File: config.mk
export PLATFORM = sky130hd
export DESIGN_NAME = button_irq_ctrl_flat
export DESIGN_NICKNAME = d
export VERILOG_FILES = /design/src/rtl/button_irq_pkg.sv /design/src/rtl/button_irq_ctrl_if.sv /design/src/rtl/btn_debounce.sv /design/src/rtl/button_irq_ctrl.sv /design/src/flat_wrapper.sv
export SDC_FILE = /design/constraint.sdc
export NUM_CORES = 1
export LEC_CHECK = 0
export BUFFER_PORTS_ARGS = -buffer_cell sky130_fd_sc_hd__buf_2
export CAP_MARGIN = 20
export CORE_MARGIN = 1.5
export CORE_UTILIZATION = 57
export CTS_CLUSTER_SIZE = 12
export DETAILED_ROUTE_END_ITERATION = 10
export PLACE_DENSITY = 0.82
export RECOVER_POWER = 50
export SETUP_SLACK_MARGIN = 0.3
export SLEW_MARGIN = 0
export SYNTH_ARGS = -nofsm -noshare
export SYNTH_HDL_FRONTEND = slang
export SYNTH_SLANG_ARGS = --single-unit
File: constraint.sdc
create_clock -name clk -period 2.59 [get_ports clk]
set_input_delay 0.1295 -clock clk [delete_from_list [all_inputs] [get_ports clk]]
set_output_delay 0.1295 -clock clk [all_outputs]
set_load 0.02 [all_outputs]
File: src/rtl/button_irq_pkg.sv
// Shared constants for the push-button interrupt controller: event-mode
// encodings and a clog2 helper that never returns less than one bit.
package button_irq_pkg;

  localparam logic [1:0] MODE_PRESS   = 2'b00;
  localparam logic [1:0] MODE_RELEASE = 2'b01;
  localparam logic [1:0] MODE_BOTH    = 2'b10;
  localparam logic [1:0] MODE_OFF     = 2'b11;

  // Index width for n items; a single item still needs a 1-bit index.
  function automatic int clog2w(input int n);
    return (n <= 1) ? 1 : $clog2(n);
  endfunction

endpackage

File: src/rtl/button_irq_ctrl_if.sv
// Bundle of the button controller's board, configuration, acknowledge and
// status signals. The master side drives buttons/config/ack, the slave side
// (the controller) drives the status outputs.
interface button_irq_ctrl_if #(
  parameter int N_BTN = 4,
  parameter int ID_W  = 2
);

  logic [N_BTN-1:0] buttons;
  logic [1:0]       mode;
  logic [N_BTN-1:0] irq_mask;
  logic             ack;
  logic [ID_W-1:0]  ack_id;
  logic [N_BTN-1:0] btn_state;
  logic [N_BTN-1:0] pending;
  logic [N_BTN-1:0] overflow;
  logic             irq;
  logic [ID_W-1:0]  irq_id;

  modport master (
    output buttons, mode, irq_mask, ack, ack_id,
    input  btn_state, pending, overflow, irq, irq_id
  );

  modport slave (
    input  buttons, mode, irq_mask, ack, ack_id,
    output btn_state, pending, overflow, irq, irq_id
  );

endinterface

File: src/rtl/btn_debounce.sv
// One button channel: two-flop synchroniser followed by a saturating
// stability counter. The output level is in pressed sense (1 = pressed)
// even though the raw board input is active-low.
module btn_debounce
  import button_irq_pkg::*;
#(
  parameter int DEB_CYCLES = 4
) (
  input  logic clk,
  input  logic reset,
  input  logic btn_n,
  output logic level
);

  localparam int CNT_W = clog2w(DEB_CYCLES);
  localparam logic [CNT_W-1:0] CNT_LAST = CNT_W'(DEB_CYCLES - 1);

  logic             sync1_reg;
  logic             sync2_reg;
  logic             stable_reg;
  logic [CNT_W-1:0] cnt_reg;
  logic             pressed_now;

  assign pressed_now = ~sync2_reg;
  assign level       = stable_reg;

  // Synchroniser stages idle at 1 so a released button looks released from reset.
  always_ff @(posedge clk or posedge reset) begin
    if (reset) begin
      sync1_reg <= 1'b1;
      sync2_reg <= 1'b1;
    end else begin
      sync1_reg <= btn_n;
      sync2_reg <= sync1_reg;
    end
  end

  // Count consecutive disagreeing samples; flip the stable level on the last one.
  always_ff @(posedge clk or posedge reset) begin
    if (reset) begin
      stable_reg <= 1'b0;
      cnt_reg    <= '0;
    end else if (pressed_now != stable_reg) begin
      if (cnt_reg == CNT_LAST) begin
        stable_reg <= pressed_now;
        cnt_reg    <= '0;
      end else begin
        cnt_reg <= cnt_reg + 1'b1;
      end
    end else begin
      cnt_reg <= '0;
    end
  end

endmodule

File: src/rtl/button_irq_ctrl.sv
// Push-button interrupt controller: per-channel debouncing, edge events
// selected by mode, latched pending/overflow flags with ack clearing, and a
// lowest-index-first masked interrupt encoder.
module button_irq_ctrl
  import button_irq_pkg::*;
#(
  parameter int N_BTN      = 4,
  parameter int DEB_CYCLES = 4,
  parameter int ID_W       = clog2w(N_BTN)
) (
  input  logic clk,
  input  logic reset,
  button_irq_ctrl_if.slave bus
);

  logic [N_BTN-1:0] level_w;
  logic [N_BTN-1:0] prev_reg;
  logic [N_BTN-1:0] pending_reg;
  logic [N_BTN-1:0] overflow_reg;
  logic [N_BTN-1:0] event_w;
  logic [N_BTN-1:0] ack_w;
  logic [N_BTN-1:0] active_w;
  logic [ID_W-1:0]  irq_id_w;

  genvar gi;
  generate
    for (gi = 0; gi < N_BTN; gi++) begin : g_deb
      btn_debounce #(
        .DEB_CYCLES(DEB_CYCLES)
      ) u_deb (
        .clk   (clk),
        .reset (reset),
        .btn_n (bus.buttons[gi]),
        .level (level_w[gi])
      );
    end
  endgenerate

  // Previous debounced level, used to find edges; zero after reset so an
  // idle board produces no spurious event.
  always_ff @(posedge clk or posedge reset) begin
    if (reset) prev_reg <= '0;
    else       prev_reg <= level_w;
  end

  // Edge events filtered by the selected mode.
  always_comb begin
    event_w = '0;
    case (bus.mode)
      MODE_PRESS:   event_w = level_w & ~prev_reg;
      MODE_RELEASE: event_w = ~level_w & prev_reg;
      MODE_BOTH:    event_w = level_w ^ prev_reg;
      default:      event_w = '0;
    endcase
  end

  // Decode the ack strobe into a per-channel clear; out-of-range ids match nothing.
  always_comb begin
    ack_w = '0;
    for (int i = 0; i < N_BTN; i++) begin
      ack_w[i] = bus.ack && (bus.ack_id == ID_W'(i));
    end
  end

  // Pending/overflow flags: a new event beats a same-cycle ack; an event on an
  // already-pending channel marks overflow unless that ack is retiring it.
  always_ff @(posedge clk or posedge reset) begin
    if (reset) begin
      pending_reg  <= '0;
      overflow_reg <= '0;
    end else begin
      for (int i = 0; i < N_BTN; i++) begin
        if (event_w[i]) begin
          pending_reg[i] <= 1'b1;
          if (pending_reg[i] && !ack_w[i]) overflow_reg[i] <= 1'b1;
        end else if (ack_w[i] && pending_reg[i]) begin
          pending_reg[i]  <= 1'b0;
          overflow_reg[i] <= 1'b0;
        end
      end
    end
  end

  assign active_w = pending_reg & bus.irq_mask;

  // Lowest active index wins; scanning downward lets the lowest overwrite last.
  always_comb begin
    irq_id_w = '0;
    for (int i = N_BTN - 1; i >= 0; i--) begin
      if (active_w[i]) irq_id_w = ID_W'(i);
    end
  end

  assign bus.btn_state = level_w;
  assign bus.pending   = pending_reg;
  assign bus.overflow  = overflow_reg;
  assign bus.irq       = |active_w;
  assign bus.irq_id    = irq_id_w;

endmodule

File: src/flat_wrapper.sv
// flat-port wrapper written by rule: the top's interface ports become plain ports
module button_irq_ctrl_flat import button_irq_pkg::*;
#(
  parameter int N_BTN      = 4,
  parameter int DEB_CYCLES = 4,
  parameter int ID_W       = clog2w(N_BTN)
)
  (clk, reset, bus_buttons, bus_mode, bus_irq_mask, bus_ack, bus_ack_id, bus_btn_state, bus_pending, bus_overflow, bus_irq, bus_irq_id);
  button_irq_ctrl_if #(.N_BTN(N_BTN), .ID_W(ID_W)) bus_i ();
  input  logic clk;
  input  logic reset;
  input wire logic [$bits(bus_i.buttons)-1:0] bus_buttons;
  input wire logic [$bits(bus_i.mode)-1:0] bus_mode;
  input wire logic [$bits(bus_i.irq_mask)-1:0] bus_irq_mask;
  input wire logic [$bits(bus_i.ack)-1:0] bus_ack;
  input wire logic [$bits(bus_i.ack_id)-1:0] bus_ack_id;
  output wire logic [$bits(bus_i.btn_state)-1:0] bus_btn_state;
  output wire logic [$bits(bus_i.pending)-1:0] bus_pending;
  output wire logic [$bits(bus_i.overflow)-1:0] bus_overflow;
  output wire logic [$bits(bus_i.irq)-1:0] bus_irq;
  output wire logic [$bits(bus_i.irq_id)-1:0] bus_irq_id;
  assign bus_i.buttons = bus_buttons;
  assign bus_i.mode = bus_mode;
  assign bus_i.irq_mask = bus_irq_mask;
  assign bus_i.ack = bus_ack;
  assign bus_i.ack_id = bus_ack_id;
  assign bus_btn_state = bus_i.btn_state;
  assign bus_pending = bus_i.pending;
  assign bus_overflow = bus_i.overflow;
  assign bus_irq = bus_i.irq;
  assign bus_irq_id = bus_i.irq_id;
  button_irq_ctrl #(.N_BTN(N_BTN), .DEB_CYCLES(DEB_CYCLES), .ID_W(ID_W)) u_core (.clk(clk), .reset(reset), .bus(bus_i));
endmodule
-- Yosys cells after proc, flatten, opt, wreduce, memory -nomap -nowiden
Cells that the tools add are included.
W data, S select, Z words.
- $add $sub $neg: 4
- equality and inequality tests: 17
- muxes and demuxes: 29
- bitwise logic cells: 10
- reductions and logical operators: 31
- operators with widths (operator ; count):
    $mux W2 ; 12
    $mux W1 ; 16
    $reduce_and A2 Y1 ; 8
    $eq A2 B2 Y1 const B ; 7
    $and A4 B4 Y4 ; 3
    $logic_and A1 B1 Y1 ; 12
    $pmux W4 S3 ; 1
    $add A2 B1 Y2 const B ; 4
    $ne A2 B2 Y1 const B ; 4
    $not A4 Y4 ; 2
    $reduce_bool A2 Y1 ; 4
    $eq A2 B1 Y1 const B ; 2
    $logic_not A1 Y1 ; 4
    $logic_not A2 Y1 ; 2
    $ne A1 B1 Y1 ; 4
    $not A1 Y1 ; 4
    $reduce_or A4 Y1 ; 1
    $xor A4 B4 Y4 ; 1
- register bits after elaboration: 32
- input port bits: 15
- output and inout bits: 15
- word-level logic and storage cells: 116

-- Depth between registers and ports, before layout
- word-level depth: 6
- gate-level depth with buffers: 6
- gate-level depth less buffers: 6

-- Cells and area by module
Synthesis repeated with hierarchy kept, for this count alone.
- cell total of the unflattened synthesis: 131
- area, all modules: 1436.4 sq um
- by module, submodules not included (module ; instances ; cells an instance ; area an instance (sq um) ; seq. area each (sq um)):
    button_irq_ctrl ; 1 ; 79 ; 720.7 ; 300.3
    btn_debounce ; 4 ; 13 ; 178.9 ; 127.6

-- Least setup slack after synthesis
OpenSTA, ideal clock, no wires.
- path kind: reg-to-reg
- start: register u_core.g_deb[2].u_deb.stable_reg
- end: register u_core.pending_reg[2], in the netlist u_core.bus.pending[2]
- library setup time: 0.131 ns
- arrival time: 1.200 ns
- required time: 2.459 ns
- setup slack: 1.259 ns
- cell stages (with the launch flop): 6
- buffers on the path: 0
- clock period less this slack: 1.331 ns
- cells stage by stage: dfrtp_1 -> inv_1 -> ha_1 -> nand2b_1 -> a21oi_1 -> or3_1
- word-level cells in the longest chain between the ends: 4
- elaborated cells between the ends (all ways): 7
- those cells by class: 2 x mux; 4 x bitwise; 1 x reduce/logical
- RTL lines (what ; RTL line ; text):
    from (decl) ; btn_debounce.sv:20 ; logic stable_reg;
    from (signal assigned) ; btn_debounce.sv:45 ; stable_reg <= pressed_now;
    $not A4 Y4 ; button_irq_ctrl.sv:51 ; MODE_RELEASE: event_w = ~level_w & prev_reg;
    $and A4 B4 Y4 ; button_irq_ctrl.sv:51 ;
    $pmux W4 S3 * ; button_irq_ctrl.sv:49 ; case (bus.mode)
    $mux W1 / $reduce_bool A2 Y1 (equally long branches) ; - ;
    to (signal assigned) ; button_irq_ctrl.sv:69 ; pending_reg <= '0;
    to (signal, indexed assignment) ; button_irq_ctrl.sv:74 ; pending_reg[i] <= 1'b1;
    to (signal, indexed assignment) ; button_irq_ctrl.sv:77 ; pending_reg[i] <= 1'b0;
    to (decl) ; button_irq_ctrl.sv:18 ; logic [N_BTN-1:0] pending_reg;
Every way passes the cells marked *; elsewhere a longest branch is shown, timed or not.
A chain may end at the register's enable or synchronous reset.

-- Worst setup path in the final report
- start: register u_core.pending_reg[1], in the netlist u_core.bus.pending[1]
- end: output bus_irq_id[1]
- word-level cells in the longest chain between the ends: 3
- RTL lines (what ; RTL line ; text):
    $and A4 B4 Y4 ; button_irq_ctrl.sv:84 ; assign active_w = pending_reg & bus.irq_mask;
    $mux W2 (2 in a row) ; button_irq_ctrl.sv:90 ; if (active_w[i]) irq_id_w = ID_W'(i);
    to (decl) ; flat_wrapper.sv:21 ; output wire logic [$bits(bus_i.irq_id)-1:0] bus_irq_id;
Every way passes these cells.

==> flow_metrics.tcl <==
set metrics [dict create \
    run_status "finished, final reports clean" \
    power_frac_seq_pct 45.2 \
    worst_ep_arrival_time_ns 1.34 \
    timing.critical_path.required_ns 2.46 \
    setup_viol_count_final 0 \
    power_frac_comb_pct 37.3 \
    dp.final_hpwl_um 1800 \
    netSwitchingPower_uw 714 \
    endpoint_kind "output port" \
    cts_sinks 32 \
    grt_setup_unrepaired "false" \
    synthDominantCellAreaShare_pct 42.0 \
    clock_skew_ns 0.0122 \
    ctsHtreeMaxLevel 2 \
    tritoncts_clock_tree "built" \
    antenna_left 0 \
    yosys_warnings 0 \
    via_count 1006 \
    fp.dieArea_sq_um 2820 \
    synthToLayoutAreaGrowth_pct 19.0 \
    drt-vias-per-instance 5.16 \
    gp_congestion 0.748 \
    clk_pin_slew_ns 0.10 \
    fin_crit_sh_pct 56.6 \
    grt.overflow.total 0 \
    syn-num-nets 156 \
    leading_cell_type_in_the_layout_fill_and_taps_excluded "sky130_fd_sc_hd__buf_2" \
    count_of_state_elements_after_synthesis 32 \
    cts.hold.buffers_added 5 \
    synthDominantAreaCellType "sky130_fd_sc_hd__dfrtp_1" \
    tightestPinTransition_ns 0.379 \
    ctsLongestPathBuffers 2 \
    nFillCells 172 \
    io_buffer_count 29 \
    clock_insertion_delay_worst_skew_ns 0.34 \
    critPathLaunchType "flip-flop" \
    maxClockFrequency_mhz 682 \
    fp.dieH_um 53.1 \
    timing.final.crit_period_ns 1.47 \
    floorplan.io_pins 30 \
    route.detailed.wl_per_inst_um 13.0 \
    cts_resized 0 \
    synthesis.instances 129 \
    grt_use_total_pct 21.8 \
    worstSetupPathType "reg -> out" \
    effective_utilization_at_floorplan_pct 62.3 \
    vias_in_the_first_global_route 985 \
    rows 17 \
    finalCoreUtilization_pct 74.1 \
    syn_area_per_cell_sq_um 11.1 \
    grt_antenna_before_repair 0 \
    post_cts_setup_buffers 0 \
    cellInternalPower_uw 1120 \
    postRouteWirelength_um 2530 \
    report.final.hold_viol_count 0 \
    worst-path-max-fanout 5 \
    grt_max_degree 33 \
    antenna-diode-count 0 \
    synth.area.top_cells "sky130_fd_sc_hd__dfrtp_1 (42%), sky130_fd_sc_hd__dfstp_2 (15%), sky130_fd_sc_hd__ha_1 (10%)" \
    drive_gt1_share_pct 26.9 \
    grt_first_pass_wirelength_um 4110 \
    worstHoldPathType "in -> reg" \
    power_uw 1840 \
    leakage_uw 0.000857 \
    ys_types 24 \
    drtPass1Iterations 4 \
    report.final.slew_viol_count 0 \
    drc 0 \
    slew-limit-headroom_pct 74.8 \
    placeableCoreArea_sq_um 2300 \
    vdd.ir_drop.worst_uv 703 \
    max-cap-violations 0 \
    synth-seq-area-share_pct 56.6 \
    power_frac_clock_pct 17.5 \
    netSwitchingFraction_pct 38.8 \
    largest_register_ffs 8 \
    cts-buffers-inserted 5 \
    tns_ns 0 \
    nets 193 \
    most-common-layout-cells "sky130_fd_sc_hd__buf_2 (29), sky130_fd_sc_hd__dfrtp_1 (24), sky130_fd_sc_hd__inv_1 (17), sky130_fd_sc_hd__ha_1 (12), sky130_fd_sc_hd__nor2_1 (9)" \
    cts_root_buffer "sky130_fd_sc_hd__clkbuf_4" \
    p_per_area_nw_per_um2 1080 \
    cell_area_after_synthesis_sq_um 1430 \
    dr.first_iter.drc_count 16 \
    horiz_die_dim_um 53.1 \
]
==> through the flow <==
step	setup WS [ns]	cells	cell area (sq um)	hold slack, ns
floorplan	1.26	129	1430	0.134
global placement	1.24	182	1580	0.214
detailed placement	1.14	182	1580	0.221
CTS	1.11	195	1700	0.163
global route	1.04	195	1700	0.175
finish	1.12	195	1700	0.182
==> worst max-delay path: stages (launching register included) <==
cell and delay [ns]:
sky130_fd_sc_hd__dfrtp_1 0.44, sky130_fd_sc_hd__a22oi_1 0.23, sky130_fd_sc_hd__nor2b_1 0.16, sky130_fd_sc_hd__buf_2 0.17
==> Yosys cell counts <==
cell and number:
sky130_fd_sc_hd__a21oi_1 4, sky130_fd_sc_hd__buf_2 1, sky130_fd_sc_hd__a211oi_1 3, sky130_fd_sc_hd__o21ai_0 4, sky130_fd_sc_hd__nor2b_1 2, sky130_fd_sc_hd__dfstp_2 8
sky130_fd_sc_hd__nor2_1 9, sky130_fd_sc_hd__inv_1 17, sky130_fd_sc_hd__or3b_1 1, sky130_fd_sc_hd__ha_1 12, sky130_fd_sc_hd__nor3_1 4, sky130_fd_sc_hd__nand3b_1 2
sky130_fd_sc_hd__o22ai_1 4, sky130_fd_sc_hd__or3_1 4, sky130_fd_sc_hd__a32oi_1 1, sky130_fd_sc_hd__xor2_1 4, sky130_fd_sc_hd__and2_1 8, sky130_fd_sc_hd__buf_4 4
sky130_fd_sc_hd__mux2i_1 2, sky130_fd_sc_hd__nand2_1 6, sky130_fd_sc_hd__nand2b_1 2, sky130_fd_sc_hd__nand3_1 1, sky130_fd_sc_hd__dfrtp_1 24, sky130_fd_sc_hd__a22oi_1 2
==> layer usage <==
metal | global-route usage [%] | routed length, um | share of wire [%]
met5 | 0 | 0 | 0
met4 | 9.83 | 49 | 1.9
met3 | 9.32 | 168 | 6.7
met2 | 39.6 | 1280 | 51
met1 | 21.2 | 1030 | 41
==> path summary, 6_finish.rpt <==
path | to | slack (ns) | cells after the start | startpoint
worst max-delay path | bus_irq_id[1] | 1.12 | 3 | u_core.bus.pending[1]
worst min-delay path | u_core.bus.overflow[2] | 0.18 | 4 | bus_ack
min in group asynchronous | u_core.prev_reg[1] | 0.40 | 4 | reset
max in group asynchronous | u_core.g_deb[1].u_deb.sync1_reg | 1.87 | 4 | reset
worst max register to register | u_core.bus.pending[2] | 1.14 | 5 | u_core.g_deb[2].u_deb.level
worst min register to register | u_core.g_deb[1].u_deb.sync2_reg | 0.34 | 0 | u_core.g_deb[1].u_deb.sync1_reg
==> power groups by stage <==
stage	sequential (uW)	combinational [uW]	clock, uW
3_3_place_gp	817	640	0
4_1_cts	831	698	331
5_1_grt	856	784	355
6_report	831	686	321
2_1_floorplan	876	458	0
3_5_place_dp	841	684	0
==> cells by family after synthesis <==
family | share of synthesized area [%]
flops | 56.6
buf+inv | 6.91
xor+xnor | 2.45
compound gates | 7.78
simple gates | 14.3
fa+ha+maj | 10.5
mux | 1.40
==> cell type report <==
cell class	instances	area, sq um	share of cell area (%)
Clock buffer	8	68.8	4.04
Timing Repair Buffer	35	203	11.9
Sequential cell	32	811	47.6
Multi-Input combinational cell	75	522	30.6
Tap cell	28	35.0	2.06
Inverter	17	63.8	3.75
Power figures use the tool's default switching activity.
